**src/rtl/vm2002_vend_ctrl.sv**
```systemverilog
`default_nettype none
// ============================================================================
// Module : vm2002_vend_ctrl
// Purchase controller: coin intake, inventory lookup, vend and change return.
// Rev    : 1.0
// ============================================================================
module vm2002_vend_ctrl #(
  parameter int MAX_BALANCE = 2000,
  parameter int TIMEOUT     = 1000
) (
  input  logic        clk,
  input  logic        rst,
  input  logic        coin_valid,
  input  logic [1:0]  coin_val,
  output logic        coin_reject,
  input  logic        select,
  input  logic [2:0]  item_sel,
  input  logic        cancel,
  output logic        inv_rd,
  output logic [2:0]  inv_item,
  input  logic [4:0]  inv_count,
  input  logic [7:0]  inv_cost,
  output logic        inv_dec,
  output logic        dispense,
  output logic [2:0]  product,
  output logic [2:0]  status,
  output logic [15:0] balance,
  output logic        change_valid,
  output logic [15:0] change_amt,
  input  logic        change_ack,
  output logic [7:0]  info
);

  localparam int TMO_W = $clog2(TIMEOUT + 1);

  localparam logic [2:0] c_stat_idle    = 3'd0;
  localparam logic [2:0] c_stat_collect = 3'd1;
  localparam logic [2:0] c_stat_vended  = 3'd2;
  localparam logic [2:0] c_stat_soldout = 3'd3;
  localparam logic [2:0] c_stat_insuff  = 3'd4;
  localparam logic [2:0] c_stat_refund  = 3'd5;

  typedef enum logic [2:0] {
    S_IDLE    = 3'd0,
    S_COLLECT = 3'd1,
    S_LOOKUP  = 3'd2,
    S_CHECK   = 3'd3,
    S_VEND    = 3'd4,
    S_CHANGE  = 3'd5
  } state_t;

  state_t             state_q, state_d;
  logic [15:0]        balance_q, balance_d;
  logic [2:0]         status_q, status_d;
  logic [2:0]         item_q, item_d;
  logic [7:0]         cost_q, cost_d;
  logic [7:0]         info_q, info_d;
  logic [2:0]         product_q, product_d;
  logic [TMO_W-1:0]   tmo_q, tmo_d;
  logic               change_valid_q, change_valid_d;
  logic               inv_rd_q, inv_rd_d;
  logic               inv_dec_q, inv_dec_d;
  logic               dispense_q, dispense_d;
  logic               coin_reject_q, coin_reject_d;

  logic [6:0]         w_coin_cents;
  logic [16:0]        w_coin_sum;
  logic               w_coin_ok;
  logic [15:0]        w_vend_bal;

  always_comb begin
    w_coin_cents = 7'd5;
    unique case (coin_val)
      2'd0: w_coin_cents = 7'd5;
      2'd1: w_coin_cents = 7'd10;
      2'd2: w_coin_cents = 7'd25;
      2'd3: w_coin_cents = 7'd100;
    endcase
  end

  assign w_coin_sum = {1'b0, balance_q} + {10'd0, w_coin_cents};
  assign w_coin_ok  = coin_valid && ((state_q == S_IDLE) || (state_q == S_COLLECT))
                      && (w_coin_sum <= 17'(MAX_BALANCE));
  assign w_vend_bal = balance_q - {8'd0, cost_q};

  always_comb begin
    state_d        = state_q;
    balance_d      = balance_q;
    status_d       = status_q;
    item_d         = item_q;
    cost_d         = cost_q;
    info_d         = info_q;
    product_d      = product_q;
    tmo_d          = '0;
    change_valid_d = change_valid_q;
    inv_rd_d       = 1'b0;
    inv_dec_d      = 1'b0;
    dispense_d     = 1'b0;
    coin_reject_d  = coin_valid && !w_coin_ok;

    if (w_coin_ok) begin
      balance_d = w_coin_sum[15:0];
      status_d  = c_stat_collect;
    end

    unique case (state_q)
      S_IDLE: begin
        if (w_coin_ok) state_d = S_COLLECT;
      end
      S_COLLECT: begin
        // A coin landing with cancel/select is still credited above.
        if (cancel) begin
          state_d        = S_CHANGE;
          status_d       = c_stat_refund;
          change_valid_d = 1'b1;
        end else if (select) begin
          item_d   = item_sel;
          inv_rd_d = 1'b1;
          state_d  = S_LOOKUP;
        end else if (coin_valid) begin
          tmo_d = '0;
        end else if (tmo_q == TMO_W'(TIMEOUT - 1)) begin
          state_d        = S_CHANGE;
          status_d       = c_stat_refund;
          change_valid_d = 1'b1;
        end else begin
          tmo_d = tmo_q + 1'b1;
        end
      end
      S_LOOKUP: begin
        state_d = S_CHECK;
      end
      S_CHECK: begin
        if (inv_count == 5'd0) begin
          status_d = c_stat_soldout;
          info_d   = {item_q, 5'd0};
          state_d  = S_COLLECT;
        end else if ({8'd0, inv_cost} > balance_q) begin
          status_d = c_stat_insuff;
          info_d   = {item_q, inv_count};
          state_d  = S_COLLECT;
        end else begin
          cost_d     = inv_cost;
          inv_dec_d  = 1'b1;
          dispense_d = 1'b1;
          product_d  = item_q;
          info_d     = {item_q, inv_count - 5'd1};
          status_d   = c_stat_vended;
          state_d    = S_VEND;
        end
      end
      S_VEND: begin
        balance_d = w_vend_bal;
        if (w_vend_bal != 16'd0) begin
          state_d        = S_CHANGE;
          change_valid_d = 1'b1;
        end else begin
          state_d = S_IDLE;
        end
      end
      S_CHANGE: begin
        if (change_ack) begin
          balance_d      = 16'd0;
          change_valid_d = 1'b0;
          state_d        = S_IDLE;
        end
      end
      default: begin
        state_d = S_IDLE;
      end
    endcase
  end

  always_ff @(posedge clk) begin
    if (rst) begin
      state_q        <= S_IDLE;
      balance_q      <= 16'd0;
      status_q       <= c_stat_idle;
      item_q         <= 3'd0;
      cost_q         <= 8'd0;
      info_q         <= 8'd0;
      product_q      <= 3'd0;
      tmo_q          <= '0;
      change_valid_q <= 1'b0;
      inv_rd_q       <= 1'b0;
      inv_dec_q      <= 1'b0;
      dispense_q     <= 1'b0;
      coin_reject_q  <= 1'b0;
    end else begin
      state_q        <= state_d;
      balance_q      <= balance_d;
      status_q       <= status_d;
      item_q         <= item_d;
      cost_q         <= cost_d;
      info_q         <= info_d;
      product_q      <= product_d;
      tmo_q          <= tmo_d;
      change_valid_q <= change_valid_d;
      inv_rd_q       <= inv_rd_d;
      inv_dec_q      <= inv_dec_d;
      dispense_q     <= dispense_d;
      coin_reject_q  <= coin_reject_d;
    end
  end

  assign coin_reject  = coin_reject_q;
  assign inv_rd       = inv_rd_q;
  assign inv_item     = item_q;
  assign inv_dec      = inv_dec_q;
  assign dispense     = dispense_q;
  assign product      = product_q;
  assign status       = status_q;
  assign balance      = balance_q;
  assign change_valid = change_valid_q;
  // Balance is frozen while in CHANGE, so it doubles as the change amount.
  assign change_amt   = change_valid_q ? balance_q : 16'd0;
  assign info         = info_q;

endmodule
`default_nettype wire

```
**config.mk**
```make
export PLATFORM = sky130hd
export DESIGN_NAME = vm2002_vend_ctrl
export DESIGN_NICKNAME = d
export VERILOG_FILES = /design/src/rtl/vm2002_vend_ctrl.sv
export SDC_FILE = /design/constraint.sdc
export NUM_CORES = 1
export LEC_CHECK = 0
export CAP_MARGIN = 20
export CORE_UTILIZATION = 40
export DETAILED_ROUTE_END_ITERATION = 8
export GPL_TIMING_DRIVEN = 0
export SYNTH_ARGS = -nofsm -noshare
export SYNTH_HDL_FRONTEND = slang
export SYNTH_SLANG_ARGS = --single-unit
```
**constraint.sdc**
```tcl
create_clock -name clk -period 6.58 [get_ports clk]
set_input_delay 1.316 -clock clk [delete_from_list [all_inputs] [get_ports clk]]
set_output_delay 1.316 -clock clk [all_outputs]
set_load 0.1 [all_outputs]
```
==> impl_summary.log <==
[metrics] later-pin clock latency in the skew report: ~330 ps
[metrics] ratio of total power to cell area: approximately 450 nW/um2
[metrics] leading cell type in the layout, fill and taps excluded: sky130_fd_sc_hd__clkdlybuf4s50_1
[metrics] top fanout value on the critical path: 10
[metrics] cell taking the most area after synthesis: sky130_fd_sc_hd__dfxtp_1
[metrics] core area: 9684 um2
[metrics] CTS Buffer Depth: 2
[metrics] number of antenna violations at the first check in global routing: 0
[metrics] fraction of synthesized cell area taken by the top area cell type: between 20% and 30%
[metrics] final critical-path share of the clock period: 74.20%
[metrics] row cnt: 36
[metrics] sequential fraction of the synthesis area: between 20% and 30%
[metrics] largest stage delay on the critical path: approximately 570 ps
[metrics] Hold WC Path Type: reg2reg
[metrics] cell area after placement: 4913 um2
[metrics] synthesized area per cell: roughly 8 um2
[metrics] number of non-filler instances in the completed layout: slightly above 700
[metrics] final antenna-violating net count: 0
[metrics] number of instances on the worst hold path: 2
[metrics] Synthesized Nets: 550
[metrics] register bit count reported by yosys: 58
[metrics] Reg2Reg Setup Slack: about 3000 ps
[metrics] Fmax achieved: 204.8 MHz
[metrics] core utilization of the finished layout: about 53%
[metrics] number of warnings printed during yosys synthesis: 0
[metrics] Cells after Synth: 495
[metrics] final worst path period need: 4882 ps
[metrics] fraction of layout instances using a drive strength above 1: 6.122%
[metrics] final-layout fill cell count: 949
[metrics] most used cells in the layout excluding fill and tap cells: 77 x sky130_fd_sc_hd__clkdlybuf4s50_1, 60 x sky130_fd_sc_hd__nor2_1, 58 x sky130_fd_sc_hd__dfxtp_1
[metrics] Worst Tran Pin Value: 1046 ps
[metrics] vias in the first global route: roughly 3700
[metrics] hold endpoint: info[4]
[metrics] Remaining Overflow, GRT: 0
[metrics] final hold violation count: 0
[metrics] Layout Area Growth over Synthesis: 29.80%
[metrics] area enclosed by the die boundary: approximately 10000 um2
[metrics] startpoint of the lowest-slack hold path: info[4]
[metrics] Critical Path End Type: register
[metrics] Peak supply drop: approximately 0.24 mV
[metrics] count of buffers inserted at the top-level ports: a little under 80
[metrics] clock transition at the registers of the reported paths: around 70 ps
[metrics] combined area of all synthesized cells: around 4000 um2
[metrics] htree depth: 3
[metrics] outcome: complete, no violations
[metrics] DRC violation count after routing: 0
[metrics] asr flop ratio synth: 0%
[metrics] die boundary height: just over 100 um
[metrics] buffer count from post-CTS setup fixing: 0
[metrics] hpwl dp: 8.259 mm
[metrics] post-layout net count: between 600 and 700
[metrics] clock root cell: sky130_fd_sc_hd__clkbuf_8
[metrics] combined global-route utilization of all metal layers: around a fifth
[metrics] quantity of gates resized following cts: 0
[metrics] hold-fix buffer count after cts: 0
[metrics] mean routed wirelength per cell: 14.55 um
[metrics] maximum number of pins on one net before global-route repair: 13
[metrics] final-report max-slew violation count: 0
[metrics] Avg Vias per Cell: ~5.4
[metrics] 1st-pass router iterations: 5
[metrics] setup repair after global routing missed its margin: false
[metrics] number of maximum-capacitance violations: 0
[metrics] chip width: between 100 and 150 um
[metrics] WP data required: between 6000 and 7000 ps
[metrics] Pleak: just under 2 nW
[metrics] worst clock skew: 7.536 ps
[metrics] number of setup violations in the final report: 0
[metrics] weighted congestion at the end of routability-driven global placement: 0.8476
[metrics] post-layout instance area: between 5000 and 6000 um2
[metrics] diode count: 0
[metrics] clock tree from TritonCTS: yes
[metrics] Main synth FF type: sky130_fd_sc_hd__dfxtp_1
[metrics] setup TNS: 0 ps
[metrics] initial DRC count: 185
[metrics] initial cell density of the core: 41.06%
[metrics] Worst Reg2Reg Path Length in Cells: 12
[metrics] Max transition margin: between 20 and 30%
[metrics] Placed Instances: 705
[metrics] clock sink count: 58
[metrics] list of cells traversed by the critical path: clkdlybuf4s50_1, inv_1, ha_1, or2_2, ha_1, inv_1, fa_1, and2b_2, o211ai_4, a2111oi_4, nand3_1, a2111oi_4, nand2_4, buf_2, o211ai_1, o211ai_1
[metrics] reg2reg end: balance[10]
[metrics] startpoint-to-endpoint class of the critical path: in2reg
[metrics] Place WS: 1333 ps
[metrics] via count: between 3000 and 4000
[metrics] synth top area cells: sky130_fd_sc_hd__dfxtp_1 29%, sky130_fd_sc_hd__ha_1 9.1%, sky130_fd_sc_hd__nor2_1 5.7%, sky130_fd_sc_hd__mux2i_1 4.8%, sky130_fd_sc_hd__nand2_1 3.2%
[metrics] first-pass GRT wire length: ~17 mm
[metrics] R2R Path Start: balance[0]
[metrics] number of distinct library cells after synthesis: a little under 60
[metrics] worst path setup slack after routing: about 1700 ps
[metrics] element type at the critical path start: primary input
[metrics] total detailed-routing wirelength: 10.49 mm
[metrics] I/O pin cnt: 78
[metrics] Post-synth EDFFs: 0
[metrics] data arrival time of the worst path: around 5100 ps
[metrics] clock buffer count from CTS: 9
[metrics] Worst path slowest cell: sky130_fd_sc_hd__a2111oi_4
per-layer routing:
layer  wire [um]  global-route usage [%]  up-vias
li1            -                       -     1944
met1        4867                   28.02     1795
met2        4906                   35.34      109
met3         563                   3.313       14
met4         152                   8.027        0
met5           0                       0        -
Yosys cell counts, drive strengths merged, types with 2 or more instances:
master and n:
nor2 60, o2111ai 2, clkbuf 14, fa 2, nand2 35, nand2b 7
nand4 4, o31a 4, a2111oi 3, o21ba 3, nor2b 6, a21oi 24
o22ai 5, a22oi 3, a221oi 3, a311oi 5, a21o 8, and3 10
xor2 10, ha 29, and2 19, o21ai 22, or2 4, or4 3
buf 8, nand3 19, dfxtp 58, a211oi 4, or3 7, nor4 4
a221o 2, o21a 2, a31oi 7, inv 31, xnor2 13, o211ai 8
nor3 13, nor3b 3, mux2i 19
worst max path at each step:
stage	slack, ps	startpoint	end	depth (start not counted)
after global routing	1450	coin_val[0]	balance[10]	16
after global placement	1380	coin_val[0]	balance[10]	16
after detailed placement	1330	coin_val[0]	balance[10]	16
after floorplan	2270	coin_val[0]	balance[10]	15
final	1700	coin_val[0]	balance[10]	16
after CTS	1680	coin_val[0]	balance[10]	16
state kept, by name, indices dropped and copies added (netlist names):
name,count
tmo_q,10
status,3
inv_rd,1
info,8
state_q,3
dispense,1
product,3
coin_reject,1
inv_item,3
balance,16
change_valid,1
cost_q,8
cell families after synthesis:
logic type | count (synthesis) | share of synthesized area (%)
compound gates | 111 | 20.39
xor+xnor | 23 | 5.066
mux | 19 | 4.783
fa+ha+maj | 31 | 10.13
flops | 58 | 29.20
buf+inv | 53 | 5.223
simple gates | 200 | 25.20
critical path, delay by kind of cell:
family,cells,cell delay (ps)
AOI/OAI and AO/OA,5,1410
buffers and inverters,4,870
adders and majority gates,3,730
and+or+nand+nor,4,740
cell type report:
cell class	count	area (um2)	share of cell area (%)
plain buffers	22	91.34	1.770
clock inverters	7	123.9	2.400
well taps	133	166.4	3.224
flip-flops and latches	58	1161	22.50
repair buffers	77	770.7	14.93
multi-input cells	384	2608	50.52
inverters	31	116.4	2.255
clock buffers	9	123.9	2.400
power breakdown:
part	switching, W	total [W]	internal [W]
sequential	0.0000718	0.000473	0.000401
clock	0.000154	0.000409	0.000255
combinational	0.000967	0.00143	0.000467
total	0.00119	0.00232	0.00112
metrics by stage:
step                      total power [W]  hold WS, ps
after floorplan                  0.001575        430.2
after global placement           0.001891        446.0
after detailed placement         0.001901        453.0
after CTS                        0.002318        465.0
after global routing             0.002470        487.6
final                            0.002316        460.6
Power figures use the tool's default switching activity.
